File: src/rtl/pc_fetch.sv
// Fetch stage: owns the program counter, drives the i_mem word address and
// captures the returned instruction into the IF/ID pipeline register.
module pc_fetch #(
    parameter logic [31:0] RESET_PC  = 32'd0,
    parameter int unsigned MEM_WORDS = 1024
) (
    input  logic        clock,
    input  logic        reset,
    input  logic        stall,
    input  logic        branch_taken,
    input  logic [15:0] branch_offset,
    input  logic        jump,
    input  logic [25:0] jump_target,
    input  logic        jump_reg,
    input  logic [31:0] reg_target,
    input  logic [31:0] instr_in,
    output logic [31:0] pc_out,
    output logic [31:0] pc_plus1,
    output logic [31:0] ifid_instr,
    output logic [31:0] ifid_pc,
    output logic        ifid_valid,
    output logic        fetch_fault
);

    localparam int unsigned XLEN   = 32;
    localparam int unsigned OFF_W  = 16;
    localparam int unsigned JTGT_W = 26;
    localparam logic [XLEN-1:0] MEM_LIMIT = XLEN'(MEM_WORDS);

    typedef enum logic [1:0] {
        BOOT = 2'd0,
        RUN  = 2'd1,
        HALT = 2'd2
    } state_t;

    typedef struct packed {
        logic [XLEN-1:0] instr;
        logic [XLEN-1:0] pc;
        logic            valid;
    } ifid_t;

    state_t          state;
    state_t          state_nxt;
    logic [XLEN-1:0] pc_q;
    logic [XLEN-1:0] pc_nxt;
    ifid_t           ifid_q;
    ifid_t           ifid_nxt;
    logic            fault_q;
    logic            fault_nxt;

    logic            fault_c;
    logic            redirect_c;
    logic [XLEN-1:0] target_c;
    logic [XLEN-1:0] branch_tgt_c;
    logic [XLEN-1:0] jump_tgt_c;

    assign pc_plus1 = pc_q + XLEN'(1);

    // Redirect target selection; wrap-around is plain modulo arithmetic.
    always_comb begin
        branch_tgt_c = pc_plus1 + {{(XLEN-OFF_W){branch_offset[OFF_W-1]}}, branch_offset};
        jump_tgt_c   = {pc_plus1[XLEN-1:JTGT_W], jump_target};
        redirect_c   = jump_reg | jump | branch_taken;
        fault_c      = (pc_q >= MEM_LIMIT);
        if (jump_reg) begin
            target_c = reg_target;
        end else if (jump) begin
            target_c = jump_tgt_c;
        end else begin
            target_c = branch_tgt_c;
        end
    end

    // Next-state and next-register values; priority fault > redirect > stall > sequential.
    always_comb begin
        state_nxt = state;
        pc_nxt    = pc_q;
        ifid_nxt  = ifid_q;
        fault_nxt = fault_q;
        case (state)
            BOOT: begin
                state_nxt = RUN;
            end
            RUN: begin
                if (fault_c) begin
                    state_nxt      = HALT;
                    fault_nxt      = 1'b1;
                    ifid_nxt.valid = 1'b0;
                    ifid_nxt.instr = '0;
                end else if (redirect_c) begin
                    pc_nxt   = target_c;
                    ifid_nxt = '0;
                end else if (!stall) begin
                    ifid_nxt.instr = instr_in;
                    ifid_nxt.pc    = pc_q;
                    ifid_nxt.valid = 1'b1;
                    pc_nxt         = pc_plus1;
                end
            end
            HALT: begin
                ifid_nxt.valid = 1'b0;
            end
            default: begin
                state_nxt = BOOT;
            end
        endcase
    end

    always_ff @(posedge clock) begin
        if (reset) begin
            state   <= BOOT;
            pc_q    <= RESET_PC;
            ifid_q  <= '0;
            fault_q <= 1'b0;
        end else begin
            state   <= state_nxt;
            pc_q    <= pc_nxt;
            ifid_q  <= ifid_nxt;
            fault_q <= fault_nxt;
        end
    end

    assign pc_out      = pc_q;
    assign ifid_instr  = ifid_q.instr;
    assign ifid_pc     = ifid_q.pc;
    assign ifid_valid  = ifid_q.valid;
    assign fetch_fault = fault_q;

endmodule

File: config.mk
export PLATFORM = sky130hd
export DESIGN_NAME = pc_fetch
export DESIGN_NICKNAME = d
export VERILOG_FILES = /design/src/rtl/pc_fetch.sv
export SDC_FILE = /design/constraint.sdc
export NUM_CORES = 1
export LEC_CHECK = 0
export ABC_AREA = 1
export CORE_ASPECT_RATIO = 0.6
export CORE_MARGIN = 2
export CORE_UTILIZATION = 40
export DETAILED_ROUTE_END_ITERATION = 6
export PLACE_DENSITY = 0.71
export SETUP_SLACK_MARGIN = 0.1
export SYNTH_ARGS = -nofsm -noshare
export SYNTH_HDL_FRONTEND = slang
export SYNTH_SLANG_ARGS = --single-unit
File: constraint.sdc
create_clock -name clock -period 5.27 [get_ports clock]
set_clock_uncertainty 0.05 [all_clocks]
set_input_delay 1.054 -clock clock [delete_from_list [all_inputs] [get_ports clock]]
set_output_delay 1.054 -clock clock [all_outputs]
set_load 0.02 [all_outputs]
==> impl_metrics.env <==
export IMPL_status="finished clean"
export IMPL_ys_seq_area_share_pct=27.47
export IMPL_power_uw=5152
export IMPL_cp_arrival_ps=4210
export IMPL_r2r_start="pc_out[1]$_SDFFE_PP0P_"
export IMPL_critPathBufInv=4
export IMPL_yosysTopAreaCellShare_pct=27.47
export IMPL_drv_slew=0
export IMPL_netlist_instances=1169
export IMPL_postCtsHoldBufs=0
export IMPL_cts_max_level=3
export IMPL_slowest_stage="inv_1"
export IMPL_grt_pass1_wl_mm=42.71
export IMPL_vias=8546
export IMPL_timing_final_ws_setup_ps=1210
export IMPL_row_count=38
export IMPL_min_from="ifid_pc[25]$_SDFFE_PP0P_"
export IMPL_leakagePower_uw=0.004559
export IMPL_final_cell_mix="nand2_1, clkdlybuf4s50_1, nor2_1"
export IMPL_tightest_slew_ps=1039
export IMPL_routed_wirelength_mm=28.00
export IMPL_hold_violations=0
export IMPL_grt_pass1_vias=7602
export IMPL_ios=242
export IMPL_portBuffers=241
export IMPL_core_sq_mm=0.01797
export IMPL_path_max_fanout=33
export IMPL_end_kind="register"
export IMPL_cap_violations=0
export IMPL_ant_nets=0
export IMPL_gp_congestion=0.9375
export IMPL_cts_root_buf="clkbuf_16"
export IMPL_cp_top_family="buffers and inverters"
export IMPL_antennaDiodeCount=0
export IMPL_grt_usage_pct=28.71
export IMPL_max_freq_ghz=0.2463
export IMPL_crit_chain="clkdlybuf4s50_1 > nor2_4 > inv_2 > nor2_4 > nand2_1 > o21ai_2 > buf_4 > inv_1 > nor2_1 > nor3_1"
export IMPL_max_slew_margin_pct=30.55
export IMPL_fp_dieW_microns=178.3
export IMPL_synth_area_leader_cell="dfxtp_1"
export IMPL_fin_nets=1543
export IMPL_post_place_cells=1615
export IMPL_start_util_pct=40.55
export IMPL_worstSkewPairLatency_ps=350
export IMPL_avgSynthCellArea_sq_um=6.235
export IMPL_holdCritPathClass="reg -> reg"
export IMPL_drt_iter0_drc=876
export IMPL_grt_overflow=0
export IMPL_fin_crit_ps=4060
export IMPL_finalCritPeriodShare_pct=77.04
export IMPL_clk_pin_slew_ps=80
export IMPL_synthDistinctLibCells=40
export IMPL_drc_errors=0
export IMPL_cp_required_ps=5420
export IMPL_critical_path_class="in -> reg"
export IMPL_cpMostUsedCell="nor2_4"
export IMPL_rsz0062_at_grt="false"
export IMPL_fp_dieH_microns=108.6
export IMPL_startpoint="jump"
export IMPL_wl_per_cell_microns=17.17
export IMPL_firstDrtPassIters=6
export IMPL_post_cts_buffers=0
export IMPL_dieArea_sq_mm=0.01935
export IMPL_powerDensity_mw_per_mm2=506.3
export IMPL_layout_commonest_cell="nand2_1"
export IMPL_setup_viol=0
export IMPL_antenna_found_initial=1
export IMPL_synth_area_sq_mm=0.007288
export IMPL_area_growth_syn_to_layout_pct=39.61
export IMPL_grt_max_degree=49
export IMPL_cts_resized=0
export IMPL_fin_cells=1631
export IMPL_cts_inserted_buffers=9
export IMPL_ys_seq_elements=100
export IMPL_cts_sinks=100
export IMPL_dpl_hpwl_mm=22.16
export IMPL_critPathLaunchType="input port"
export IMPL_fin_setup_tns_ps=0
export IMPL_synth_nets=1326
export IMPL_vias_per_cell=5.240
export IMPL_fin_util_pct=56.61
export IMPL_slowest_delay_ps=530
export IMPL_layout_drive_gt1_share_pct=4.673
export IMPL_cts_tree="done"
export IMPL_clockBufferDepth=2
export IMPL_ys_top_cells_by_area="dfxtp_1, nand2_1, a21oi_1"
export IMPL_synth_warnings=0
export IMPL_post_place_ws_ps=879.3
export IMPL_ir_drop_v=0.0002572
==> through the flow <==
stage / hold WS [ps] / area (sq um)
finish: 389.8 / 10170
global route: 409.1 / 10170
CTS: 392.9 / 10170
detailed placement: 377.8 / 9856
global placement: 375.1 / 9856
floorplan: 405.8 / 7288
==> path summary, 6_finish.rpt <==
check / slack (ps) / to / cells after the start
worst min register to register: 390 / ifid_pc[25]$_SDFFE_PP0P_ / 2
worst max register to register: 1320 / pc_out[28]$_SDFFE_PP0P_ / 21
worst min-delay path: 390 / ifid_pc[25]$_SDFFE_PP0P_ / 2
worst max-delay path: 1210 / ifid_instr[4]$_SDFFE_PP0P_ / 10
==> per-layer routing <==
metal	global-route usage, %	routed length (microns)	vias to the layer above
met5	0	0	-
met4	3.717	200	0
met3	8.404	3399	17
met2	39.06	10790	416
met1	44.62	13610	3878
li1	-	-	4235
==> cell usage after synthesis (all sizes together) <==
| master | number |
|---|---|
| dfxtp | 100 |
| nor4 | 1 |
| and3 | 2 |
| ha | 44 |
| nor3 | 55 |
| xnor2 | 11 |
| inv | 125 |
| o21ai | 42 |
| nor2 | 175 |
| or2 | 7 |
| o21bai | 10 |
| o22ai | 1 |
| buf | 16 |
| a21oi | 129 |
| a221o | 1 |
| nand3b | 1 |
| and2 | 1 |
| fa | 1 |
| xor2 | 24 |
| nand3 | 58 |
| a211oi | 1 |
| nand2 | 312 |
| clkbuf | 25 |
| o211ai | 7 |
| a22oi | 2 |
| nand4 | 8 |
| o221ai | 2 |
| o221a | 8 |
==> cells by family after synthesis <==
group           after synthesis  share of synthesized area, %
compound gates              203                         15.62
xor+xnor                     35                         4.206
fa+ha+maj                    45                         7.828
buf+inv                     166                         9.064
flops                       100                         27.47
simple gates                620                         35.81
==> registers in the layout, summed over array words and instances, names as in the netlist <==
register / cells
fetch_fault: 1
ifid_instr: 32
ifid_pc: 32
ifid_valid: 1
pc_out: 32
state: 2
==> layout make-up <==
type | instances | area, sq um
fillers | 1772 | 7797
flip-flops and latches | 100 | 2002
clock buffers | 9 | 225.2
clock inverters | 7 | 93.84
well taps | 240 | 300.3
repair buffers | 247 | 2452
inverters | 125 | 469.2
multi-input cells | 903 | 4632
==> tightest hold or removal path: cells and delay by family (launching register included) <==
kind,cells,cell delay (ps)
flip-flops,1,320
AND/OR/NAND/NOR,2,90
==> power by group <==
| part | internal, uW | leakage [uW] | switching, uW |
|---|---|---|---|
| combinational | 1250 | 0.00359 | 1970 |
| sequential | 992 | 0.000815 | 241 |
| clock | 345 | 0.000154 | 348 |
| total | 2590 | 0.00456 | 2560 |
Power figures use the tool's default switching activity.
